File: src/rtl/multicycle_controller_pkg.sv
`default_nettype none
// ============================================================================
// Package  : multicycle_ctrl_pkg
// Purpose  : Shared types and encodings for the multicycle controller: FSM
//            state enum, RISC-V major opcodes, alu_op / wb_sel encodings and
//            the decoded-control bundle passed from ctrl_decode to the FSM.
// Revision : 1.0 - initial release
// ============================================================================
package multicycle_ctrl_pkg;

  // FSM states; encodings are visible on state_o for debug
  typedef enum logic [2:0] {
    ST_FETCH  = 3'd0,
    ST_DECODE = 3'd1,
    ST_EXEC   = 3'd2,
    ST_MEM    = 3'd3,
    ST_WB     = 3'd4,
    ST_HALT   = 3'd5
  } state_e;

  // Supported major opcodes (instruction[6:0])
  localparam logic [6:0] OPC_R      = 7'b0110011;
  localparam logic [6:0] OPC_I_ALU  = 7'b0010011;
  localparam logic [6:0] OPC_LOAD   = 7'b0000011;
  localparam logic [6:0] OPC_STORE  = 7'b0100011;
  localparam logic [6:0] OPC_BRANCH = 7'b1100011;
  localparam logic [6:0] OPC_JAL    = 7'b1101111;
  localparam logic [6:0] OPC_JALR   = 7'b1100111;
  localparam logic [6:0] OPC_LUI    = 7'b0110111;
  localparam logic [6:0] OPC_AUIPC  = 7'b0010111;

  // alu_op encodings
  localparam logic [1:0] ALU_ADD   = 2'b00;
  localparam logic [1:0] ALU_BCMP  = 2'b01;
  localparam logic [1:0] ALU_FUNCT = 2'b10;
  localparam logic [1:0] ALU_PASSB = 2'b11;

  // wb_sel encodings
  localparam logic [1:0] WB_ALU = 2'b00;
  localparam logic [1:0] WB_MEM = 2'b01;
  localparam logic [1:0] WB_PC4 = 2'b10;
  localparam logic [1:0] WB_IMM = 2'b11;

  // Decoded control for one opcode
  typedef struct packed {
    logic       valid;
    logic [1:0] alu_op;
    logic       alu_src;
    logic       is_load;
    logic       is_store;
    logic       is_branch;
    logic [1:0] wb_sel;
    logic       mem_to_reg;
  } ctrl_t;

endpackage
`default_nettype wire

File: src/rtl/multicycle_controller_ctrl_decode.sv
`default_nettype none
// ============================================================================
// Module   : ctrl_decode
// Purpose  : Purely combinational opcode-to-control decode. Unsupported
//            opcodes return valid=0 so the FSM can trap them.
// Revision : 1.0 - initial release
// ============================================================================
module ctrl_decode
  import multicycle_ctrl_pkg::*;
(
  input  logic [6:0] opcode_i,
  output ctrl_t      ctrl_o
);

  // Map each major opcode to its ALU, operand and writeback controls
  always_comb begin
    ctrl_o         = '0;
    ctrl_o.alu_src = 1'b1;
    case (opcode_i)
      OPC_R: begin
        ctrl_o.valid   = 1'b1;
        ctrl_o.alu_op  = ALU_FUNCT;
        ctrl_o.alu_src = 1'b0;
        ctrl_o.wb_sel  = WB_ALU;
      end
      OPC_I_ALU: begin
        ctrl_o.valid  = 1'b1;
        ctrl_o.alu_op = ALU_FUNCT;
        ctrl_o.wb_sel = WB_ALU;
      end
      OPC_LOAD: begin
        ctrl_o.valid      = 1'b1;
        ctrl_o.alu_op     = ALU_ADD;
        ctrl_o.is_load    = 1'b1;
        ctrl_o.wb_sel     = WB_MEM;
        ctrl_o.mem_to_reg = 1'b1;
      end
      OPC_STORE: begin
        ctrl_o.valid    = 1'b1;
        ctrl_o.alu_op   = ALU_ADD;
        ctrl_o.is_store = 1'b1;
      end
      OPC_BRANCH: begin
        ctrl_o.valid     = 1'b1;
        ctrl_o.alu_op    = ALU_BCMP;
        ctrl_o.alu_src   = 1'b0;
        ctrl_o.is_branch = 1'b1;
      end
      OPC_JAL: begin
        ctrl_o.valid  = 1'b1;
        ctrl_o.alu_op = ALU_ADD;
        ctrl_o.wb_sel = WB_PC4;
      end
      OPC_JALR: begin
        ctrl_o.valid  = 1'b1;
        ctrl_o.alu_op = ALU_ADD;
        ctrl_o.wb_sel = WB_PC4;
      end
      OPC_LUI: begin
        ctrl_o.valid  = 1'b1;
        ctrl_o.alu_op = ALU_PASSB;
        ctrl_o.wb_sel = WB_IMM;
      end
      OPC_AUIPC: begin
        ctrl_o.valid  = 1'b1;
        ctrl_o.alu_op = ALU_ADD;
        ctrl_o.wb_sel = WB_ALU;
      end
      default: begin
        ctrl_o.alu_src = 1'b0;
      end
    endcase
  end

endmodule
`default_nettype wire

File: src/rtl/multicycle_controller.sv
`default_nettype none
// ============================================================================
// Module   : multicycle_controller
// Purpose  : FSM controller for a multicycle RISC-V style datapath
//            (FETCH, DECODE, EXEC, MEM, WB, HALT). Every control output is a
//            register, so strobes never follow ready inputs combinationally.
// Options  : IO_MAP_EN - when defined, accesses whose ALU-result high slice
//            equals IO_BASE_HIGH use the io_read/io_write strobes.
// Revision : 1.0 - initial release
// ============================================================================
module multicycle_controller
  import multicycle_ctrl_pkg::*;
#(
  parameter int                     ADDR_HIGH_W  = 22,
  parameter logic [ADDR_HIGH_W-1:0] IO_BASE_HIGH = '1
) (
  input  logic                   clk,
  input  logic                   rst_n,
  input  logic [6:0]             opcode,
  input  logic [ADDR_HIGH_W-1:0] alu_result_high,
  input  logic                   imem_ready,
  input  logic                   dmem_ready,
  output logic                   ir_write,
  output logic                   pc_write,
  output logic                   branch,
  output logic                   mem_read,
  output logic                   mem_write,
  output logic                   io_read,
  output logic                   io_write,
  output logic                   mem_or_io_to_reg,
  output logic [1:0]             alu_op,
  output logic                   alu_src,
  output logic                   reg_write,
  output logic [1:0]             wb_sel,
  output logic                   illegal,
  output logic [2:0]             state_o
);

  state_e     state_q;
  logic [6:0] opcode_q;
  logic       ir_write_q, pc_write_q, branch_q;
  logic       mem_read_q, mem_write_q, io_read_q, io_write_q;
  logic       mem_or_io_to_reg_q, reg_write_q, alu_src_q, illegal_q;
  logic [1:0] alu_op_q, wb_sel_q;

  logic [6:0] w_dec_opcode;
  ctrl_t      w_ctrl;
  logic       w_is_io;

  // DECODE looks at the live IR opcode; afterwards the captured copy is used
  assign w_dec_opcode = (state_q == ST_DECODE) ? opcode : opcode_q;

  ctrl_decode u_ctrl_decode (
    .opcode_i (w_dec_opcode),
    .ctrl_o   (w_ctrl)
  );

`ifdef IO_MAP_EN
  assign w_is_io = (alu_result_high == IO_BASE_HIGH);
`else
  // Without the I/O map every access targets memory
  logic w_unused_io;
  assign w_unused_io = ^(alu_result_high ^ IO_BASE_HIGH);
  assign w_is_io     = 1'b0;
`endif

  // Single-process FSM: state plus every registered control output
  always_ff @(posedge clk or negedge rst_n) begin
    if (!rst_n) begin
      state_q            <= ST_FETCH;
      opcode_q           <= '0;
      ir_write_q         <= 1'b0;
      pc_write_q         <= 1'b0;
      branch_q           <= 1'b0;
      mem_read_q         <= 1'b0;
      mem_write_q        <= 1'b0;
      io_read_q          <= 1'b0;
      io_write_q         <= 1'b0;
      mem_or_io_to_reg_q <= 1'b0;
      reg_write_q        <= 1'b0;
      alu_op_q           <= 2'b00;
      alu_src_q          <= 1'b0;
      wb_sel_q           <= 2'b00;
      illegal_q          <= 1'b0;
    end else begin
      // Single-cycle pulses default low every cycle
      ir_write_q  <= 1'b0;
      pc_write_q  <= 1'b0;
      branch_q    <= 1'b0;
      reg_write_q <= 1'b0;
      case (state_q)
        ST_FETCH: begin
          if (imem_ready) begin
            ir_write_q <= 1'b1;
            pc_write_q <= 1'b1;
            state_q    <= ST_DECODE;
          end
        end
        ST_DECODE: begin
          opcode_q <= opcode;
          if (w_ctrl.valid) begin
            alu_op_q  <= w_ctrl.alu_op;
            alu_src_q <= w_ctrl.alu_src;
            branch_q  <= w_ctrl.is_branch;
            state_q   <= ST_EXEC;
          end else begin
            illegal_q <= 1'b1;
            state_q   <= ST_HALT;
          end
        end
        ST_EXEC: begin
          if (w_ctrl.is_branch) begin
            alu_op_q  <= 2'b00;
            alu_src_q <= 1'b0;
            state_q   <= ST_FETCH;
          end else if (w_ctrl.is_load || w_ctrl.is_store) begin
            // Address is valid in EXEC, so the target space is chosen here
            mem_read_q  <= w_ctrl.is_load  && !w_is_io;
            mem_write_q <= w_ctrl.is_store && !w_is_io;
            io_read_q   <= w_ctrl.is_load  &&  w_is_io;
            io_write_q  <= w_ctrl.is_store &&  w_is_io;
            state_q     <= ST_MEM;
          end else begin
            reg_write_q        <= 1'b1;
            wb_sel_q           <= w_ctrl.wb_sel;
            mem_or_io_to_reg_q <= 1'b0;
            state_q            <= ST_WB;
          end
        end
        ST_MEM: begin
          if (dmem_ready) begin
            mem_read_q  <= 1'b0;
            mem_write_q <= 1'b0;
            io_read_q   <= 1'b0;
            io_write_q  <= 1'b0;
            if (w_ctrl.is_load) begin
              reg_write_q        <= 1'b1;
              wb_sel_q           <= w_ctrl.wb_sel;
              mem_or_io_to_reg_q <= w_ctrl.mem_to_reg;
              state_q            <= ST_WB;
            end else begin
              alu_op_q  <= 2'b00;
              alu_src_q <= 1'b0;
              state_q   <= ST_FETCH;
            end
          end
        end
        ST_WB: begin
          wb_sel_q           <= 2'b00;
          mem_or_io_to_reg_q <= 1'b0;
          alu_op_q           <= 2'b00;
          alu_src_q          <= 1'b0;
          state_q            <= ST_FETCH;
        end
        ST_HALT: begin
          state_q <= ST_HALT;
        end
        default: begin
          state_q <= ST_FETCH;
        end
      endcase
    end
  end

  assign ir_write         = ir_write_q;
  assign pc_write         = pc_write_q;
  assign branch           = branch_q;
  assign mem_read         = mem_read_q;
  assign mem_write        = mem_write_q;
  assign io_read          = io_read_q;
  assign io_write         = io_write_q;
  assign mem_or_io_to_reg = mem_or_io_to_reg_q;
  assign alu_op           = alu_op_q;
  assign alu_src          = alu_src_q;
  assign reg_write        = reg_write_q;
  assign wb_sel           = wb_sel_q;
  assign illegal          = illegal_q;
  assign state_o          = state_q;

endmodule
`default_nettype wire

File: config.mk
export PLATFORM = sky130hd
export DESIGN_NAME = multicycle_controller
export DESIGN_NICKNAME = d
export VERILOG_FILES = /design/src/rtl/multicycle_controller_pkg.sv /design/src/rtl/multicycle_controller_ctrl_decode.sv /design/src/rtl/multicycle_controller.sv
export SDC_FILE = /design/constraint.sdc
export NUM_CORES = 1
export LEC_CHECK = 0
export CAP_MARGIN = 20
export CORE_MARGIN = 2
export CORE_UTILIZATION = 35
export CTS_CLUSTER_DIAMETER = 50
export CTS_CLUSTER_SIZE = 30
export DETAILED_ROUTE_END_ITERATION = 12
export DONT_BUFFER_PORTS = 1
export GPL_TIMING_DRIVEN = 0
export SKIP_CTS_REPAIR_TIMING = 1
export SYNTH_ARGS = -nofsm -noshare
export SYNTH_HDL_FRONTEND = slang
export SYNTH_HIERARCHICAL = 1
export SYNTH_SLANG_ARGS = --single-unit
export TNS_END_PERCENT = 20
File: constraint.sdc
create_clock -name clk -period 8.7 [get_ports clk]
set_clock_uncertainty 0.1 [all_clocks]
set_input_delay 1.305 -clock clk [delete_from_list [all_inputs] [get_ports clk]]
set_output_delay 1.305 -clock clk [all_outputs]
set_load 0.02 [all_outputs]
======== Yosys cells after proc, flatten, opt, wreduce, memory -nomap -nowiden ========
Cells that the tools add are included.
cells by class
  equality and inequality tests ........... 23
  multiplexer cells ....................... 53
  bitwise logic cells ..................... 1
  reduce and logical (&&, ||, !) cells .... 14
operator list
  cell                  count
  $mux W1               27
  $eq A7 B6 Y1 const B  3
  $eq A7 B7 Y1 const B  3
  $mux W3               6
  $mux W2               8
  $ne A2 B2 Y1 const B  8
  $pmux W3 S5           1
  $eq A7 B5 Y1 const B  2
  $pmux W2 S3           2
  $pmux W3 S4           1
  $reduce_and A5 Y1     2
  $pmux W1 S2           4
  $pmux W2 S4           1
  $eq A7 B2 Y1 const B  1
  $mux W7               1
  $reduce_or A7 Y1      1
  $eq A3 B2 Y1 const B  2
  $eq A3 B3 Y1 const B  2
  $reduce_or A5 Y1      1
  $pmux W1 S4           1
  $reduce_and A2 Y1     2
  $reduce_and A4 Y1     1
  $reduce_bool A4 Y1    1
  $reduce_or A2 Y1      2
  other kinds (8)       8
storage, ports and cells
  flip-flop bits (word level) ............. 23
  bits of input ports ..................... 33
  word-level logic and storage cells ...... 104

======== Depth between registers and ports, before layout ========
Gate-level depths: netlist of the first run.
  word-level depth ........................ 8
  depth in mapped cells ................... 14
  gate-level depth less buffers ........... 10

======== By module ========
Netlist of the first run, hierarchy kept.
modules (own cells, without submodules)
  module                 instances  cells an instance  area each (um^2)  sequential area each (um^2)
  multicycle_controller  1          91                 1033.5            550.5
  ctrl_decode            1          34                 210.2             0.0

======== Least setup slack after synthesis of the first run ========
OpenSTA, ideal clock, no wires.
  path kind ............................... input -> register
  start point ............................. input port opcode[2]
  end point ............................... register alu_op_q[0], in the netlist alu_op[0]
  arrival time ............................ 2989 ps
  path slack .............................. 5490 ps
  stages on the path ...................... 9
  path buffers ............................ 1
  path through ............................ mux2_2 > buf_2 > nor2_1 > a31oi_1 > a31oi_1 > inv_1 > o221ai_1 > nand3_1 > a32o_1
RTL lines
  item                  line                          text
  from (decl)           multicycle_controller.sv:19   input logic [6:0] opcode,
  to (signal assigned)  multicycle_controller.sv:102  alu_op_q <= w_ctrl.alu_op;
  to (decl)             multicycle_controller.sv:44   logic [1:0] alu_op_q, wb_sel_q;

==> results of run 1 <==
routing by layer:
| metal | GRT usage, % | vias up | share of wire [%] |
|---|---|---|---|
| met5 | 0 | - | 0 |
| met4 | 2.45 | 0 | 0.47 |
| met3 | 5.18 | 2 | 8.6 |
| met2 | 21.8 | 40 | 47 |
| met1 | 17.5 | 465 | 44 |
| li1 | - | 450 | - |
cells by family after synthesis:
logic type | Yosys count
other | 1
buffers and inverters | 16
AO/OA/AOI/OAI | 26
flip-flops | 22
AND/OR/NAND/NOR | 50
multiplexers | 10
metrics by stage:
stage / worst slack [ps] / utilization [%] / hold slack [ps]
5_1_grt: 4710 / 39.9 / 438
4_1_cts: 4970 / 39.9 / 421
2_1_floorplan: 5490 / - / 368
3_3_place_gp: 5090 / 38.8 / 381
3_5_place_dp: 4990 / 38.8 / 392
6_report: 4970 / 39.9 / 418
worst paths after layout:
kind	start	cells after the start	slack [ps]	end
max	state_o[2]	13	4970	alu_src
min	opcode_q[2]	1	420	opcode_q[2]
max reg2reg	state_o[2]	13	4970	alu_src
min reg2reg	opcode_q[2]	1	420	opcode_q[2]
max in group asynchronous	rst_n	0	7860	opcode_q[5]
min in group asynchronous	rst_n	0	570	pc_write
cell type report:
class                   count  area [um^2]  share of cell area (%)
clock buffers               4         36.3                    2.71
plain buffers              11         71.3                    5.32
inverters                   5         18.8                    1.40
multi-input cells          88          607                    45.2
well taps                  46         57.6                    4.29
flip-flops and latches     22          551                    41.0
cell usage after synthesis:
cell type                  instances  area, um^2
sky130_fd_sc_hd__nor4b_2           1        15.0
sky130_fd_sc_hd__nor3_1            2        10.0
sky130_fd_sc_hd__a21oi_1           3        15.0
sky130_fd_sc_hd__o21ai_0           1        5.00
sky130_fd_sc_hd__or3_1             1        6.26
sky130_fd_sc_hd__a32o_1            3        30.0
sky130_fd_sc_hd__o31a_1            1        8.76
sky130_fd_sc_hd__nand3b_1          2        15.0
sky130_fd_sc_hd__and3_1            3        18.8
sky130_fd_sc_hd__nand3_1           5        25.0
sky130_fd_sc_hd__nand4_1           1        6.26
sky130_fd_sc_hd__nand2_1          11        41.3
sky130_fd_sc_hd__a211oi_1          2        15.0
sky130_fd_sc_hd__dfrtp_1          22         551
sky130_fd_sc_hd__and2b_1           1        7.51
sky130_fd_sc_hd__a31oi_1           2        12.5
sky130_fd_sc_hd__nor4_2            1        12.5
sky130_fd_sc_hd__or3b_4            1        11.3
sky130_fd_sc_hd__a22o_1            2        17.5
sky130_fd_sc_hd__conb_1            1        3.75
sky130_fd_sc_hd__nor4b_1           1        8.76
sky130_fd_sc_hd__a21oi_2           2        17.5
sky130_fd_sc_hd__buf_2             3        15.0
sky130_fd_sc_hd__nand4b_1          1        8.76
sky130_fd_sc_hd__a21boi_1          1        7.51
sky130_fd_sc_hd__buf_4             7        52.6
sky130_fd_sc_hd__clkbuf_1          1        3.75
sky130_fd_sc_hd__a21o_1            4        30.0
sky130_fd_sc_hd__nand2b_4          1        13.8
sky130_fd_sc_hd__mux2_2            7        78.8
sky130_fd_sc_hd__nand2b_1          4        25.0
sky130_fd_sc_hd__or2_2             1        6.26
sky130_fd_sc_hd__and4bb_2          1        12.5
sky130_fd_sc_hd__o31ai_1           1        7.51
sky130_fd_sc_hd__nor2b_1           3        18.8
sky130_fd_sc_hd__o21ai_1           2        10.0
sky130_fd_sc_hd__o221ai_1          2        17.5
sky130_fd_sc_hd__nor2_1            9        33.8
sky130_fd_sc_hd__mux2i_1           3        30.0
sky130_fd_sc_hd__inv_1             5        18.8
power by group through the flow:
stage | Sequential (mW) | Combinational (mW) | Clock (mW)
after floorplan | 0.104 | 0.00194 | 0
after global placement | 0.104 | 0.00201 | 0
after detailed placement | 0.104 | 0.00202 | 0
after CTS | 0.102 | 0.00202 | 0.0600
after global routing | 0.102 | 0.00220 | 0.0643
final | 0.102 | 0.00203 | 0.0567
==> results.md, run 1 <==
- Max clock buf depth: 2
- Overall Global Routing Usage: between 10% and 20%
- Instance count after placement with tap cells included: roughly 170
- Final RePlAce weighted congestion: a little over 0.8
- Layout cells sized above 1: around 22%
- Number of warnings printed during yosys synthesis: 6
- CTS Sinks: 22
- Crit path max fanout: 10
- Filler Cell Count: 370
- Number of antenna violations at the first check in global routing: 0
- Synthesized flop and latch total: 22
- Starting density of the core: a little under two fifths
- CTS tree: yes
- CTS Buf Count: 3
- Main combinational cell family by area after synthesis: simple AND/OR/NAND/NOR gates
- Total Power Consumption: between 0.15 and 0.2 mW
- Pins Over Slew Limit: 0
- Type of destination of the critical path: flip-flop
- First-pass detailed-route iteration total: 4
- Status: finished, final reports clean
- Tcrit/Tclk final: between 40% and 50%
- Max FFs per register: 7
- Quantity of I/O buffers inserted on ports: 0
- Measured slew at the worst slew-check pin: 741 ps
- Xor-xnor portion of the synthesized cell area: 0%
- Fraction of the mapped netlist area in simple logic gates: 23.8%
- Final design instance area without fill: between 1000 and 1500 um^2
- Buffer cell driving the clock tree root: sky130_fd_sc_hd__clkbuf_4
- Startpoint-to-endpoint class of the critical path: flip-flop to flip-flop
- Switching power: around 0.032 mW
- Avg Synthesized Cell Area: between 9 and 10 um^2
- Part of the power in the clock network: around a third
- Cell family with most CP delay: compound AO/OA/AOI/OAI gates
- Sw frac: between 20 and 25%
- Count of placed standard cells in the final layout, fillers left out: about 180
- Chip Width: 63.6 um
- Io pins: 51
- Total power per unit cell area: 120 nW/um^2
- Leading cell type in the layout, fill and taps excluded: sky130_fd_sc_hd__dfrtp_1
- Rel. slew slack: roughly half
- Count of routing violations after the opening detailed-route iteration: 59
- Worst endpoint required time: ~9000 ps
- Share of synthesized area spent on multiplexers: under 10%
- Estimated wirelength of the detail-placed design: roughly 1900 um
- Share of the synthesized area in compound gates (AO/OA/AOI/OAI): around 16%
- Setup TNS: 0 ps
- Largest reg by FF count: opcode_q
- Finish-stage setup viols: 0
- Post-Route WL: 2560 um
- Bufs and invs on worst path: 4
- Hold Path Class: flip-flop to flip-flop
- Final antenna diode count: 0
- Total overflow reported by the global router: 0
- Max IR drop VDD: 0.0000617 V
- Critical-path top delay cell: sky130_fd_sc_hd__a31oi_1
- Fraction of the yosys area taken by sequential cells: between 40% and 50%
- Internal portion of total power: between 0.1 and 0.15 mW
- Count of standard-cell rows: 21
- Post-route ant nets: 0
- Core region area: around 3400 um^2
- Commonest non-fill, non-tap cells in the layout: sky130_fd_sc_hd__dfrtp_1, sky130_fd_sc_hd__nand2_1, sky130_fd_sc_hd__nor2_1
- DRC viols: 0
- Number of endpoints with negative hold slack in the final report: 0
- Delay contributed by the slowest stage of the critical path: ~570 ps
- Relative contribution of combinational cells to total power: around 1.3%
- Post-Synthesis Cells: around 130
- Maxcap violations: 0
- RSZ-0062 raised after global routing: false
- Adder and majority gate portion of the synthesized area: 0%
- Post-place instance area: 1310 um^2
- Combined area of all synthesized cells: 1240 um^2
- Via count of the first global-routing pass: 913
- Area overhead of the layout relative to synthesis: 7.85%
- Startpoint class of the critical path: flip-flop
- Distinct cell type count of the synthesized netlist: 40
- First-pass GRT wire length: 4280 um
- Via count: about 960
- Leakage power summed over all cells: roughly 0.63 nW
- Largest net degree at the start of global routing: 23
- Die extent in y: about 64 um
- Level count of the clock H-tree: 1
- NumNets Final: ~160
- Critical Path AT: around 3800 ps
- Time the final worst path needs with I/O delays and setup: 3730 ps
- Via-to-Cell Ratio: between 5 and 6
- Cells along the critical path: buf_4 > nand2b_4 > nor2_1 > buf_4 > mux2_2 > buf_2 > nor2_1 > a31oi_1 > a31oi_1 > inv_1 > o221ai_1 > nand3_1 > a32o_1
- Average wire per cell in the routed design: between 10 and 15 um
- Clock transition at the registers of the reported paths: 120 ps
- Peak Freq: 0.268 GHz
- Die ar.: roughly 4000 um^2
- Sequential power share: ~64%
- Worst-Skew Late Latency: 310 ps
No activity file was read; power rests on OpenSTA's default activity.
==> run 2, diff against run 1 <==
==> constraint.sdc (replaced) <==
create_clock -name clk -period 3.12 [get_ports clk]
set_clock_uncertainty 0.1 [all_clocks]
set_input_delay 0.468 -clock clk [delete_from_list [all_inputs] [get_ports clk]]
set_output_delay 0.468 -clock clk [all_outputs]
set_load 0.02 [all_outputs]
==> results.md, run 2 (synthesis gave the netlist of run 1 again) <==
- Average wire per cell in the routed design: 14.6 um
- Startpoint class of the critical path: flip-flop
- Max FFs per register: 7
- Via count of the first global-routing pass: ~900
- Estimated wirelength of the detail-placed design: roughly 1900 um
- Peak Freq: 0.335 GHz
- CTS Buf Count: 3
- Critical path origin: state_o[2]
- Io pins: between 50 and 60
- Critical Path AT: 3090 ps
- Total overflow reported by the global router: 0
- Setup TNS: 0 ps
- CTS tree: yes
- Startpoint-to-endpoint class of the critical path: flip-flop to flip-flop
- Worst slack after detailed placement: -595 ps
- Largest reg by FF count: opcode_q
- Count of placed standard cells in the final layout, fillers left out: between 150 and 200
- Leakage power summed over all cells: approximately 0.68 nW
- Via-to-Cell Ratio: ~5.4
- Max clock buf depth: 2
- Leading cell type in the layout, fill and taps excluded: sky130_fd_sc_hd__dfrtp_1
- Max IR drop VDD: approximately 0.00017 V
- Largest net degree at the start of global routing: 23
- Status: finished, final reports clean
- Tcrit/Tclk final: 95.7%
- Worst reg2reg path endpoint: state_o[2]
- Commonest non-fill, non-tap cells in the layout: sky130_fd_sc_hd__dfrtp_1, sky130_fd_sc_hd__nand2_1, sky130_fd_sc_hd__buf_4
- DRC viols: 0
- Layout cells sized above 1: 33.1%
- Level count of the clock H-tree: 1
- Count of routing violations after the opening detailed-route iteration: 47
- Overall Global Routing Usage: 13.6%
- Die extent in y: around 64 um
- Worst reg-to-reg path cell count: 12
- RSZ-0062 raised after global routing: false
- Buffer cell driving the clock tree root: sky130_fd_sc_hd__clkbuf_4
- Endpoint of the worst setup timing path: state_o[2]
- Finish-stage setup viols: 0
- Quantity of I/O buffers inserted on ports: 0
- Number of endpoints with negative hold slack in the final report: 0
- Worst-Skew Late Latency: approximately 300 ps
- Number of antenna violations at the first check in global routing: 0
- Hold Path Class: primary input to flip-flop
- Maxcap violations: 0
- NumNets Final: between 150 and 200
- Instance count after placement with tap cells included: roughly 170
- Type of destination of the critical path: flip-flop
- First-pass GRT wire length: between 4000 and 5000 um
- Total power per unit cell area: slightly above 300 nW/um^2
- Final RePlAce weighted congestion: between 0.8 and 0.9
- Via count: approximately 980
- Chip Width: between 60 and 70 um
- Post-Route WL: 2660 um
- Area overhead of the layout relative to synthesis: 20.4%
- Core region area: approximately 3400 um^2
- First-pass detailed-route iteration total: 4
- Time the final worst path needs with I/O delays and setup: ~3000 ps
- Worst endpoint required time: around 3200 ps
- CTS Sinks: 22
- Starting density of the core: between 30% and 40%
- Post-route ant nets: 0
- Die ar.: ~4000 um^2
- Final Worst Setup Slack: roughly 130 ps
- Clock transition at the registers of the reported paths: approximately 120 ps
- Final antenna diode count: 0
- Pins Over Slew Limit: 0
- R2r startpoint: state_o[2]
- Reg2reg setup slack: ~130 ps
- Count of standard-cell rows: 21
- Crit path max fanout: 10
-- run 2: worst min-delay path by stage --
| stage | endpoint | from | slack, ps | cells past startpoint |
|---|---|---|---|---|
| after floorplan | alu_op[0] | rst_n | 70 | 0 |
| after global placement | pc_write | rst_n | 70 | 0 |
| after detailed placement | pc_write | rst_n | 70 | 0 |
| after CTS | branch | rst_n | -280 | 0 |
| after global routing | state_o[0] | dmem_ready | 110 | 1 |
| final | state_o[0] | dmem_ready | 140 | 1 |
-- run 2: stage by stage --
stage | hold slack (ps) | instance area, um^2 | power (mW) | utilization [%]
finish | 145 | 1500 | 0.457 | 44.5
global route | 108 | 1500 | 0.481 | 44.5
CTS | -283 | 1340 | 0.458 | 39.9
detailed placement | 72.9 | 1310 | 0.296 | 38.8
global placement | 72.9 | 1310 | 0.296 | 38.8
floorplan | 72.4 | 1250 | 0.296 | -
-- run 2: final cells by class --
class	instances	area [um^2]
timing repair buffer	8	75.1
clock buffer	4	36.3
multi-input combinational	88	688
buffer	9	70.1
sequential	22	552
tap	46	57.6
inverter	5	18.8
fill	358	1870
-- run 2: where the power goes --
part | internal (mW) | leakage, nW | total (mW) | switching, mW
logic | 0.00586 | 0.364 | 0.0151 | 0.00929
clock network | 0.0712 | 0.0210 | 0.156 | 0.0851
registers | 0.285 | 0.297 | 0.285 | 0
total | 0.362 | 0.682 | 0.457 | 0.0944
-- run 2: per-layer routing --
| metal | vias up | global-route usage (%) | wire length (um) |
|---|---|---|---|
| li1 | 467 | - | - |
| met1 | 473 | 17.5 | 1140 |
| met2 | 36 | 21.8 | 1290 |
| met3 | 2 | 5.18 | 225 |
| met4 | 0 | 2.45 | 12 |
| met5 | - | 0 | 0 |
-- run 2: critical path, cell delays in order, from the launching register on --
cell and delay, ps:
sky130_fd_sc_hd__dfrtp_2 480, sky130_fd_sc_hd__buf_4 190, sky130_fd_sc_hd__nand2b_4 160, sky130_fd_sc_hd__nor2_4 150, sky130_fd_sc_hd__buf_6 160, sky130_fd_sc_hd__mux2_4 350
sky130_fd_sc_hd__and4bb_2 340, sky130_fd_sc_hd__buf_4 120, sky130_fd_sc_hd__and3_1 210, sky130_fd_sc_hd__nor2_2 70, sky130_fd_sc_hd__nor4b_4 140, sky130_fd_sc_hd__buf_4 150
sky130_fd_sc_hd__o31a_1 270
==> run 3, diff against run 2 <==
--- a/config.mk
+++ b/config.mk
@@ -7,12 +7,13 @@
 export LEC_CHECK = 0
 export CAP_MARGIN = 20
 export CORE_MARGIN = 2
-export CORE_UTILIZATION = 35
+export CORE_UTILIZATION = 55
 export CTS_CLUSTER_DIAMETER = 50
 export CTS_CLUSTER_SIZE = 30
 export DETAILED_ROUTE_END_ITERATION = 12
 export DONT_BUFFER_PORTS = 1
 export GPL_TIMING_DRIVEN = 0
+export PLACE_DENSITY = 0.73
 export SKIP_CTS_REPAIR_TIMING = 1
 export SYNTH_ARGS = -nofsm -noshare
 export SYNTH_HDL_FRONTEND = slang
==> results.md, run 3 (synthesis gave the netlist of run 1 again) <==
- Status: finished, final reports clean
- NumNets Final: between 150 and 200
- Critical-path top delay cell: sky130_fd_sc_hd__dfrtp_2
- Part of the power in the clock network: around a third
- Io pins: 51
- Starting density of the core: about 57%
- Critical Path AT: around 3200 ps
- Number of endpoints with negative hold slack in the final report: 0
- Via-to-Cell Ratio: 5.88
- Chip Width: 51.6 um
- Final antenna diode count: 0
- Via count: between 900 and 1k
- Count of standard-cell rows: 17
- Leakage power summed over all cells: around 0.70 nW
- Layout cells sized above 1: a little over a third
- CTS tree: yes
- Final cell utilization of the core: about 69%
- Max IR drop VDD: roughly 0.00022 V
- Max FFs per register: 7
- Peak Freq: 0.327 GHz
- Filler Cell Count: roughly 180
- Count of routing violations after the opening detailed-route iteration: 21
- Overall Global Routing Usage: ~21%
- Worst slack after detailed placement: -515 ps
- Count of placed standard cells in the final layout, fillers left out: between 150 and 200
- Hold Path Class: primary input to flip-flop
- Crit path max fanout: 10
- Largest reg by FF count: opcode_q
- First-pass detailed-route iteration total: 4
- Total overflow reported by the global router: 0
- Sequential cell area: between 500 and 600 um^2
- Max clock buf depth: 2
- Area overhead of the layout relative to synthesis: 20.1%
- Level count of the clock H-tree: 1
- Relative contribution of combinational cells to total power: under 10%
- Buffer cell driving the clock tree root: sky130_fd_sc_hd__clkbuf_4
- Average wire per cell in the routed design: 16.2 um
- Largest net degree at the start of global routing: 23
- Clock transition at the registers of the reported paths: 120 ps
- Startpoint class of the critical path: flip-flop
- CTS Sinks: 22
- Total power per unit cell area: approximately 310 nW/um^2
- Final Worst Setup Slack: around 64 ps
- CTS Buf Count: 3
- Final design instance area without fill: roughly 1500 um^2
- Cell family with most CP delay: simple AND/OR/NAND/NOR gates
- Startpoint-to-endpoint class of the critical path: flip-flop to flip-flop
- Sw frac: 20.7%
- Estimated wirelength of the detail-placed design: roughly 1800 um
- Post-Route WL: about 2700 um
- Cells along the critical path: buf_4 > nand2b_4 > nor2_4 > buf_6 > mux2_4 > or3b_4 > a31oi_4 > inv_1 > o221ai_1 > nand3_1 > a32o_1
- Maxcap violations: 0
- Leading cell type in the layout, fill and taps excluded: sky130_fd_sc_hd__dfrtp_1
- Core region area: 2170 um^2
- Commonest non-fill, non-tap cells in the layout: sky130_fd_sc_hd__dfrtp_1, sky130_fd_sc_hd__buf_4, sky130_fd_sc_hd__nand2_1
- Worst endpoint required time: between 3000 and 4000 ps
- Total area of multi-input combinational cells: ~700 um^2
- Worst-Skew Late Latency: approximately 300 ps
- Quantity of I/O buffers inserted on ports: 0
- Sequential power share: between 60% and 70%
- Pins Over Slew Limit: 0
- Tcrit/Tclk final: 98.0%
- Type of destination of the critical path: flip-flop
- Time the final worst path needs with I/O delays and setup: approximately 3000 ps
- Post-route ant nets: 0
- Die extent in y: 51.6 um
- Final RePlAce weighted congestion: roughly 0.86
- Internal portion of total power: 0.362 mW
- Number of antenna violations at the first check in global routing: 0
- Delay contributed by the slowest stage of the critical path: between 400 and 500 ps
- Instance count after placement with tap cells included: approximately 150
- First-pass GRT wire length: roughly 4200 um
- Bufs and invs on worst path: 3
- Finish-stage setup viols: 0
- Die ar.: 2660 um^2
- Switching power: roughly 0.095 mW
- DRC viols: 0
- Total Power Consumption: 0.457 mW
- Post-place instance area: 1280 um^2
- Via count of the first global-routing pass: between 900 and 1k
-- run 3: metrics by stage --
| stage | TNS (ps) | hold WS (ps) |
|---|---|---|
| floorplan | 0 | 72.4 |
| global placement | -3240 | 72.9 |
| detailed placement | -4030 | 73.0 |
| CTS | -4500 | -273 |
| global route | -212 | 125 |
| finish | 0 | 140 |
-- run 3: power groups by stage --
stage,logic (mW),registers (mW),clock network (mW)
after floorplan,0.00541,0.291,0
after global placement,0.00564,0.291,0
after detailed placement,0.00567,0.291,0
after CTS,0.00567,0.285,0.160
after global routing,0.0173,0.285,0.172
final,0.0150,0.285,0.156
-- run 3: worst paths after layout --
kind / cells past startpoint / to / slack [ps] / start
max: 11 / alu_op[0] / 60 / state_o[2]
min: 1 / state_o[0] / 140 / dmem_ready
max reg2reg: 11 / alu_op[0] / 60 / state_o[2]
min reg2reg: 1 / opcode_q[4] / 420 / opcode_q[4]
max in group asynchronous: 2 / state_o[2] / 2290 / rst_n
min in group asynchronous: 2 / mem_read / 490 / rst_n
-- run 3: routing by layer --
| metal | track usage, % | routed length [um] | vias up |
|---|---|---|---|
| met5 | 0 | 0 | - |
| met4 | 7.89 | 30 | 0 |
| met3 | 3.74 | 83 | 4 |
| met2 | 35.5 | 1400 | 20 |
| met1 | 28.4 | 1210 | 490 |
| li1 | - | - | 473 |
-- run 3: layout make-up --
cell class,instances,area share (%)
clock buffer,4,2.43
tap,28,2.35
sequential,22,36.9
timing repair buffer,12,6.87
multi-input combinational,88,45.7
inverter,5,1.26
buffer,9,4.44
